<file path="src/rtl/mips_pkg.sv">
// Shared core types: instruction/address words, fetch buffer entry and reset PC.
// Imported by the fetch front end and its buffering sub-module.
package mips_pkg;

  localparam logic [31:0] RESET_PC_DEFAULT = 32'h0000_3000;

  typedef logic [31:0] instr_t;
  typedef logic [31:0] addr_t;

  typedef struct packed {
    instr_t instr;
    addr_t  pc;
  } fetch_entry_t;

  // Instruction fetches are always word aligned; low address bits are dropped.
  function automatic addr_t word_align(input addr_t a);
    return {a[31:2], 2'b00};
  endfunction

endpackage

</file>
<file path="src/rtl/fetch_stage_if.sv">
// Bundle of the fetch stage's external buses: redirect input, instruction memory
// request/response channel and the decode-side valid/ready handshake.
interface fetch_stage_if;
  import mips_pkg::*;

  logic   redirect_valid;
  addr_t  redirect_pc;

  logic   imem_req_valid;
  addr_t  imem_req_addr;
  logic   imem_req_ready;
  logic   imem_rsp_valid;
  instr_t imem_rsp_data;

  logic   id_valid;
  instr_t id_instr;
  addr_t  id_pc;
  logic   id_ready;

  // master: the fetch stage itself; slave: memory + decode + redirect source.
  modport master (
    input  redirect_valid, redirect_pc,
    input  imem_req_ready, imem_rsp_valid, imem_rsp_data,
    input  id_ready,
    output imem_req_valid, imem_req_addr,
    output id_valid, id_instr, id_pc
  );

  modport slave (
    output redirect_valid, redirect_pc,
    output imem_req_ready, imem_rsp_valid, imem_rsp_data,
    output id_ready,
    input  imem_req_valid, imem_req_addr,
    input  id_valid, id_instr, id_pc
  );

endinterface

</file>
<file path="src/rtl/fetch_fifo.sv">
// Small synchronous FIFO of DEPTH entries of type T with flush, occupancy count
// and same-cycle push/pop. Head output reads as zero while empty.
module fetch_fifo import mips_pkg::*; #(
  parameter int unsigned DEPTH = 2,
  parameter type         T     = fetch_entry_t
) (
  input  logic                         clk,
  input  logic                         reset,
  input  logic                         flush,
  input  logic                         push,
  input  T                             din,
  input  logic                         pop,
  output T                             dout,
  output logic [$clog2(DEPTH+1)-1:0]   count
);

  localparam int CNT_W = $clog2(DEPTH + 1);
  localparam int PTR_W = (DEPTH > 1) ? $clog2(DEPTH) : 1;

  T                 mem_q [DEPTH];
  logic [PTR_W-1:0] rd_q, rd_d;
  logic [PTR_W-1:0] wr_q, wr_d;
  logic [CNT_W-1:0] cnt_q, cnt_d;
  logic             do_push;
  logic             do_pop;

  // Pointers wrap explicitly so DEPTH need not be a power of two.
  function automatic logic [PTR_W-1:0] ptr_inc(input logic [PTR_W-1:0] p);
    return (p == PTR_W'(DEPTH - 1)) ? '0 : p + PTR_W'(1);
  endfunction

  always_comb begin
    do_pop  = pop && (cnt_q != '0);
    do_push = push && ((cnt_q != CNT_W'(DEPTH)) || do_pop);
    rd_d    = rd_q;
    wr_d    = wr_q;
    cnt_d   = cnt_q;
    if (flush) begin
      rd_d  = '0;
      wr_d  = '0;
      cnt_d = '0;
    end else begin
      if (do_push) wr_d = ptr_inc(wr_q);
      if (do_pop)  rd_d = ptr_inc(rd_q);
      if (do_push && !do_pop)      cnt_d = cnt_q + CNT_W'(1);
      else if (!do_push && do_pop) cnt_d = cnt_q - CNT_W'(1);
    end
  end

  always_ff @(posedge clk or posedge reset) begin
    if (reset) begin
      rd_q  <= '0;
      wr_q  <= '0;
      cnt_q <= '0;
    end else begin
      rd_q  <= rd_d;
      wr_q  <= wr_d;
      cnt_q <= cnt_d;
    end
  end

  always_ff @(posedge clk) begin
    if (do_push && !flush) mem_q[wr_q] <= din;
  end

  assign dout  = (cnt_q != '0) ? mem_q[rd_q] : '0;
  assign count = cnt_q;

  a_no_overflow: assert property (@(posedge clk) disable iff (reset)
    !(push && !flush && (cnt_q == CNT_W'(DEPTH)) && !pop));

endmodule

</file>
<file path="src/rtl/fetch_stage.sv">
// Instruction fetch front end: PC, in-order imem requests, response buffer, redirect flush.
// Define FETCH_TRACE_EN to print each decode handshake and redirect during simulation.
module fetch_stage import mips_pkg::*; #(
  parameter addr_t       RESET_PC = RESET_PC_DEFAULT,
  parameter int unsigned DEPTH    = 2
) (
  input  logic          clk,
  input  logic          reset,
  fetch_stage_if.master bus
);

  localparam int CNT_W = $clog2(DEPTH + 1);
  localparam int SUM_W = CNT_W + 2;

  addr_t            pc_q, pc_d;
  logic [CNT_W-1:0] out_q, out_d;
  logic [CNT_W-1:0] drop_q, drop_d;
  logic [CNT_W-1:0] buf_count;
  logic [CNT_W-1:0] tag_count;
  logic [SUM_W-1:0] occupancy;
  logic             req_fire;
  logic             rsp_push;
  logic             id_fire;
  fetch_entry_t     buf_din;
  fetch_entry_t     buf_dout;
  addr_t            tag_dout;

  // Every request reserves a buffer slot up front, so responses never need backpressure.
  always_comb begin
    occupancy          = SUM_W'(out_q) + SUM_W'(buf_count) + SUM_W'(drop_q);
    bus.imem_req_valid = !reset && !bus.redirect_valid && (occupancy < SUM_W'(DEPTH));
    bus.imem_req_addr  = pc_q;
    req_fire           = bus.imem_req_valid && bus.imem_req_ready;
    rsp_push           = bus.imem_rsp_valid && !bus.redirect_valid &&
                         (drop_q == '0) && (out_q != '0);
    buf_din            = '{instr: bus.imem_rsp_data, pc: tag_dout};
  end

  always_comb begin
    pc_d   = pc_q;
    out_d  = out_q;
    drop_d = drop_q;
    if (bus.redirect_valid) begin
      pc_d   = word_align(bus.redirect_pc);
      out_d  = '0;
      // Everything still in flight, including a response landing now, gets discarded.
      drop_d = drop_q + out_q;
      if (bus.imem_rsp_valid && (drop_d != '0)) drop_d = drop_d - CNT_W'(1);
    end else begin
      if (req_fire) begin
        pc_d  = pc_q + 32'd4;
        out_d = out_d + CNT_W'(1);
      end
      if (rsp_push) out_d = out_d - CNT_W'(1);
      if (bus.imem_rsp_valid && (drop_q != '0)) drop_d = drop_q - CNT_W'(1);
    end
  end

  always_ff @(posedge clk or posedge reset) begin
    if (reset) begin
      pc_q   <= RESET_PC;
      out_q  <= '0;
      drop_q <= '0;
    end else begin
      pc_q   <= pc_d;
      out_q  <= out_d;
      drop_q <= drop_d;
    end
  end

  fetch_fifo #(.DEPTH(DEPTH), .T(addr_t)) u_tag_q (
    .clk   (clk),
    .reset (reset),
    .flush (bus.redirect_valid),
    .push  (req_fire),
    .din   (pc_q),
    .pop   (rsp_push),
    .dout  (tag_dout),
    .count (tag_count)
  );

  fetch_fifo #(.DEPTH(DEPTH), .T(fetch_entry_t)) u_rsp_buf (
    .clk   (clk),
    .reset (reset),
    .flush (bus.redirect_valid),
    .push  (rsp_push),
    .din   (buf_din),
    .pop   (id_fire),
    .dout  (buf_dout),
    .count (buf_count)
  );

  always_comb begin
    bus.id_valid = (buf_count != '0);
    bus.id_instr = buf_dout.instr;
    bus.id_pc    = buf_dout.pc;
    id_fire      = bus.id_valid && bus.id_ready;
  end

  a_tags_match: assert property (@(posedge clk) disable iff (reset) tag_count == out_q);
  a_occupancy:  assert property (@(posedge clk) disable iff (reset) occupancy <= SUM_W'(DEPTH));

`ifdef FETCH_TRACE_EN
  always @(posedge clk) begin
    if (!reset && id_fire)
      $display("%d@%h: fetch %h", $time, bus.id_pc, bus.id_instr);
    if (!reset && bus.redirect_valid)
      $display("%d@%h: redirect", $time, bus.redirect_pc);
  end
`endif

endmodule

</file>
<file path="src/flat_wrapper.sv">
// flat-port wrapper written by rule: the top's interface ports become plain ports
module fetch_stage_flat import mips_pkg::*;
#(
  parameter addr_t       RESET_PC = RESET_PC_DEFAULT,
  parameter int unsigned DEPTH    = 2
)
  (clk, reset, bus_redirect_valid, bus_redirect_pc, bus_imem_req_ready, bus_imem_rsp_valid, bus_imem_rsp_data, bus_id_ready, bus_imem_req_valid, bus_imem_req_addr, bus_id_valid, bus_id_instr, bus_id_pc);
  fetch_stage_if bus_i ();
  input  logic clk;
  input  logic reset;
  input wire logic [$bits(bus_i.redirect_valid)-1:0] bus_redirect_valid;
  input wire logic [$bits(bus_i.redirect_pc)-1:0] bus_redirect_pc;
  input wire logic [$bits(bus_i.imem_req_ready)-1:0] bus_imem_req_ready;
  input wire logic [$bits(bus_i.imem_rsp_valid)-1:0] bus_imem_rsp_valid;
  input wire logic [$bits(bus_i.imem_rsp_data)-1:0] bus_imem_rsp_data;
  input wire logic [$bits(bus_i.id_ready)-1:0] bus_id_ready;
  output wire logic [$bits(bus_i.imem_req_valid)-1:0] bus_imem_req_valid;
  output wire logic [$bits(bus_i.imem_req_addr)-1:0] bus_imem_req_addr;
  output wire logic [$bits(bus_i.id_valid)-1:0] bus_id_valid;
  output wire logic [$bits(bus_i.id_instr)-1:0] bus_id_instr;
  output wire logic [$bits(bus_i.id_pc)-1:0] bus_id_pc;
  assign bus_i.redirect_valid = bus_redirect_valid;
  assign bus_i.redirect_pc = bus_redirect_pc;
  assign bus_i.imem_req_ready = bus_imem_req_ready;
  assign bus_i.imem_rsp_valid = bus_imem_rsp_valid;
  assign bus_i.imem_rsp_data = bus_imem_rsp_data;
  assign bus_i.id_ready = bus_id_ready;
  assign bus_imem_req_valid = bus_i.imem_req_valid;
  assign bus_imem_req_addr = bus_i.imem_req_addr;
  assign bus_id_valid = bus_i.id_valid;
  assign bus_id_instr = bus_i.id_instr;
  assign bus_id_pc = bus_i.id_pc;
  fetch_stage #(.RESET_PC(RESET_PC), .DEPTH(DEPTH)) u_core (.clk(clk), .reset(reset), .bus(bus_i));
endmodule
</file>
<file path="config.mk">
export PLATFORM = sky130hd
export DESIGN_NAME = fetch_stage_flat
export DESIGN_NICKNAME = d
export VERILOG_FILES = /design/src/rtl/mips_pkg.sv /design/src/rtl/fetch_stage_if.sv /design/src/rtl/fetch_fifo.sv /design/src/rtl/fetch_stage.sv /design/src/flat_wrapper.sv
export SDC_FILE = /design/constraint.sdc
export NUM_CORES = 1
export LEC_CHECK = 0
export ABC_AREA = 1
export CORE_MARGIN = 2
export CORE_UTILIZATION = 38
export DETAILED_ROUTE_END_ITERATION = 10
export GPL_TIMING_DRIVEN = 0
export PLACE_DENSITY = 0.67
export RECOVER_POWER = 50
export SYNTH_ARGS = -nofsm -noshare
export SYNTH_HDL_FRONTEND = slang
export SYNTH_SLANG_ARGS = --single-unit
</file>
<file path="constraint.sdc">
create_clock -name clk -period 11.75 [get_ports clk]
set_clock_uncertainty 0.15 [all_clocks]
set_input_delay 1.7625 -clock clk [delete_from_list [all_inputs] [get_ports clk]]
set_output_delay 1.7625 -clock clk [all_outputs]
set_load 0.03 [all_outputs]
</file>
Yosys cells after proc, flatten, opt, wreduce, memory -nomap -nowiden:

Memory sizes are Yosys's and may differ from the RTL's.
Cells that the tools add are included.

* output and inout bits: 98
* memories kept: 2
* flip-flop bits (word level): 44
* memory bits (writable): 192
* bits of input ports: 70

Memories
* u_core.u_rsp_buf.mem_q: words 2, bits a word 64, rd ports 1, clocked after memory_dff 0, wr ports 1, RTL line fetch_fifo.sv:20 `T mem_q [DEPTH];`
* u_core.u_tag_q.mem_q: words 2, bits a word 32, rd ports 1, clocked after memory_dff 0, wr ports 1, RTL line fetch_fifo.sv:20

* add/sub/neg operators: 16
* $lt $le $gt $ge: 1
* reductions and logical operators: 41
* equality and inequality tests: 2
* mux-type cells: 33

Operators with widths (count)
* $mux W32: 3
* $mux W64: 1
* $add A32 B3 Y32 const B: 1
* $mux W2: 13
* $reduce_bool A2 Y1: 11
* $logic_and A1 B1 Y1: 19
* $mux W1: 16
* $sub A2 B1 Y2 const B: 5
* $add A2 B1 Y2 const B: 3
* $logic_not A1 Y1: 6
* $reduce_bool A3 Y1: 2
* $add A1 B1 Y1 const B: 4
* $add A4 B2 Y4: 1
* $lt A4 B2 Y1 const B: 1
* $ne A2 B2 Y1 const B: 2
* $add A2 B2 Y3: 1
* $add A2 B2 Y2: 1
* $logic_not A2 Y1: 1
* $logic_or A1 B1 Y1: 2

Depth between registers and ports, before layout:

* depth after elaboration: 12
* depth in mapped cells: 14

Hierarchy:

A second synthesis with hierarchy kept.

* cell total of the unflattened synthesis: 1015
* area total of the unflattened synthesis: 10400.0 um^2

By module, submodules not included
* fetch_fifo (u_core.u_rsp_buf): area an instance 5059.9 um^2, sequential area each 3943.8 um^2, times used 1, cells each 381
* fetch_stage: area an instance 2706.3 um^2, sequential area each 853.3 um^2, times used 1, cells each 424
* fetch_fifo (u_core.u_tag_q): area an instance 2633.8 um^2, sequential area each 2021.9 um^2, times used 1, cells each 210

Worst setup path after synthesis:

Ideal clock, no wire load.

* path kind: input to register
* from: input port bus_redirect_valid
* to: memory u_core.u_rsp_buf.mem_q[0][10] in the netlist's numbering, enable pin
* library setup time: 485 ps
* arrival: 5066 ps
* slack: 6049 ps
* stages on the path: 6
* path through: buf_2 nor2_1 nand3_1 inv_1 o21ai_0 nor2_1

* longest elaborated chain between the ends: 8

RTL lines
* start: declaration: RTL line flat_wrapper.sv:11 `input wire logic [$bits(bus_i.redirect_valid)-1:0] bus_redirect_valid;`
* $logic_not A1 Y1 (*): RTL line fetch_fifo.sv:63, fetch_stage.sv:34
* $logic_and A1 B1 Y1 (2 in a row): RTL line fetch_stage.sv:34 `rsp_push = bus.imem_rsp_valid && !bus.redirect_valid &&`
* $logic_and A1 B1 Y1: RTL line fetch_stage.sv:35 `(drop_q == '0) && (out_q != '0);`
* $logic_and A1 B1 Y1: RTL line fetch_fifo.sv:34 `do_push = push && ((cnt_q != CNT_W'(DEPTH)) || do_pop);`
* $logic_and A1 B1 Y1 (*): RTL line fetch_fifo.sv:63 `if (do_push && !flush) mem_q[wr_q] <= din;`
* $mux W1 (*): RTL line fetch_fifo.sv:63
* $mux W1 (implied by the code) (*): RTL line fetch_fifo.sv:63
* end: declaration: RTL line fetch_fifo.sv:20

Mark *: on every way between the ends. The rest lies on a longest branch, timed or not.

Worst setup path in the final report:

* from: input port reset
* to: output port bus_imem_req_valid

* longest elaborated chain between the ends: 3

RTL lines
* start: declaration: RTL line flat_wrapper.sv:10 `input logic reset;`
* $logic_not A1 Y1: RTL line fetch_stage.sv:31 `bus.imem_req_valid = !reset && !bus.redirect_valid && (occupancy < SUM_W'(DEPTH));`
* $logic_and A1 B1 Y1 (2 in a row): RTL line fetch_stage.sv:31
* end: declaration: RTL line flat_wrapper.sv:17 `output wire logic [$bits(bus_i.imem_req_valid)-1:0] bus_imem_req_valid;`

Every way passes these cells.

==> reports/results.ini <==
[die]
rows=59
die_y_um=165.9
initial_utilization=0.3844
ios=168
fp.coreArea_um2=25910
die_w_um=165.9
die_area_um2=27520

[logic_synthesis]
ys_seq_area_frac=0.6666
synth_top_area_share=0.5608
yosys.area.top_type=edfxtp_1
async_reset_ff_frac=0.1842
synth_edf_count=186
ys_warn_count=0
synth_area_um2=9960
synthCells=959
synthFlopType=edfxtp_1
synth.area.top_cells=edfxtp_1 (56%), nand2_1 (14%), dfrtp_1 (10%)
yosys.area_share.simple=0.2004
synth-xor-area-share=0.01495
avgSynthCellArea_um2=10.39
synth_cell_types=36
synth_fa_ha_area_frac=0.01281
synth_top_family_by_area=simple AND/OR/NAND/NOR gates
synth_compound_area_frac=0.06520
ys_ff_latch=228
synth.area.mux_share=0

[power]
p_per_area_nw_per_um2=211.7
leakage_uw=0.004884
ir_worst_vdd_uv=107.1

[global_route]
grt_max_degree=33
grt_pass1_wl_um=37200
track_usage=0.1680
globalRouteOverflowTotal=0
grt_pass1_vias=7071
antenna_found_initial=0

[sta]
slew_violations=0
tns_ns=0
maxSlewHeadroom=0.09391
period_minus_slack_ns=5.982
fin_crit_sh=0.5091
setup_slack_ns=5.768
rsz0062_at_grt=false
setup_violations=0
fmax_mhz=167.2
hold_violations=0
worst_pin_slew_ns=1.359

[cells_and_area]
layout.nets=1236
mostFrequentLayoutCells=nand2_1 (362), edfxtp_1 (186), clkdlybuf4s50_1 (121)
post-route-util=0.5015
drive_gt1_frac=0.06122
final_area_um2=12990
area_growth_pct=30.46
layout_commonest_cell=nand2_1
fill_cells=2307

[worst_setup_path]
startpoint_type=input pin
slowest_stage=clkdlybuf4s50_1
critical_path.cell_chain=dlygate4sd3_1 > inv_1 > nand3_1 > nor2_1 > nand2_1 > inv_1 > clkdlybuf4s50_1
crit_required_ns=9.84
cpMostUsedCell=inv_1
cp_num_buf_inv=4
critPathTopFamily=buffers and inverters
path_max_fanout=20
startpoint=reset
crit_path_end_kind=primary output
slowest_delay_ns=0.66
cp.arrival_ns=4.07
r2r.worst_path.cells=10
setup.worst_path.class=in -> out
path_depth=7
reg2reg_from=u_core.u_rsp_buf.count[0]$_DFFE_PP0P_

[detailed_routing]
vias_per_cell=4.813
num_vias=7278
post_drt_wl_per_cell_um=15.42
wl_um=23310
drtAntennaViolNets=0
drt_iter0_drc=577
firstDrtPassIters=5
drc_errors=0

[cts]
clock-root-buffer=clkbuf_16
postCtsSetupRepairBufs=0
cts_hold_buf=0
cts_made_buffers=25
htree_num_levels=1
insertion_delay_ns=0.53
cts_resized=0
cts.sink_count=228
clkTransAtPathRegs_ns=0.06
cts_tree=done
clockBufferDepth=3

[min_path]
hold_start=u_core.bus.imem_req_addr[26]$_DFFE_PP0P_
hold_path_class=reg -> reg
hold_path_depth=0

[placed_design]
port_buffers=163
dp_slack_ns=6.120
detailed_place.area_um2=12160
gp_congestion=0.9055
place_hpwl_um=16670

[run_status]
status=finished clean

[flow_run]
cap_violations=0

==> per-stage QoR <==
stage	hold WS, ns	total power (uW)	instances
4_1_cts	0.3954	2787	1511
6_report	0.4043	2751	1512
3_5_place_dp	0.3858	1968	1465
2_1_floorplan	0.3317	1588	962
3_3_place_gp	0.3479	1949	1460
5_1_grt	0.4374	2892	1511
==> sequential cells by signal, summed over array words and instances (netlist names) <==
name	flops
u_core.u_rsp_buf.mem_q	126
u_core.u_rsp_buf.count	2
u_core.u_tag_q.wr_q	1
u_core.bus.imem_req_addr	30
u_core.drop_q	2
u_core.u_tag_q.count	2
u_core.u_rsp_buf.wr_q	1
u_core.u_tag_q.rd_q	1
u_core.u_tag_q.mem_q	60
u_core.u_rsp_buf.rd_q	1
u_core.out_q	2
==> synth_stat cells, types with 2 or more instances <==
cell type	n
nand2_1	362
edfxtp_1	186
a21oi_1	97
inv_1	50
nand3_1	46
nor2_1	44
dfrtp_1	40
clkbuf_1	26
o21ai_0	13
xor2_1	13
nor3_1	12
buf_2	10
ha_1	7
o211ai_1	6
buf_4	5
nand3b_1	4
nand4_1	4
nor2_2	4
xnor2_1	4
nand3_2	3
o221ai_1	3
dfstp_2	2
fa_1	2
inv_2	2
nor2_4	2
nor3_2	2
==> where the power goes <==
part	switching (uW)	leakage [uW]	internal, uW
Combinational	574	0.00226	319
Sequential	79.4	0.00220	968
Clock	305	0.000424	506
==> layer usage <==
| layer | part of all wire | routed length, um | global-route usage | vias to the layer above |
|---|---|---|---|---|
| met4 | 0.024 | 559 | 0.04802 | 0 |
| li1 | - | - | - | 3639 |
| met1 | 0.46 | 10830 | 0.2376 | 3335 |
| met2 | 0.45 | 10380 | 0.2686 | 267 |
| met3 | 0.066 | 1543 | 0.02860 | 37 |
| met5 | 0 | 0 | 0 | - |
==> final cells by class <==
class                      instances  area (um^2)  share of cell area
inverter                          52        195.2             0.01502
timing repair buffer             168         1715              0.1320
clock inverter                    12        172.7             0.01329
multi-input combinational        639         2962              0.2279
antenna                            1        2.502           0.0001926
tap                              335        419.2             0.03226
sequential                       228         6639              0.5109
clock buffer                      34        699.4             0.05383
buffer                            43        188.9             0.01454
==> path summary, 6_finish.rpt <==
check	endpoint	slack (ns)
max in group asynchronous	u_core.bus.imem_req_addr[30]$_DFFE_PP0P_	8.00
min reg2reg	u_core.u_tag_q.mem_q[0][26]$_DFFE_PP_	0.40
max	bus_imem_req_valid	5.77
min in group asynchronous	u_core.out_q[1]$_DFF_PP0_	1.69
max reg2reg	u_core.u_tag_q.mem_q[1][25]$_DFFE_PP_	7.84
min	u_core.u_tag_q.mem_q[0][26]$_DFFE_PP_	0.40
==> cell families after synthesis <==
| group | Yosys count |
|---|---|
| flops | 228 |
| compound gates | 123 |
| buf+inv | 95 |
| xor+xnor | 17 |
| fa+ha+maj | 9 |
| other cells | 1 |
| simple gates | 486 |
Power figures use the tool's default switching activity.
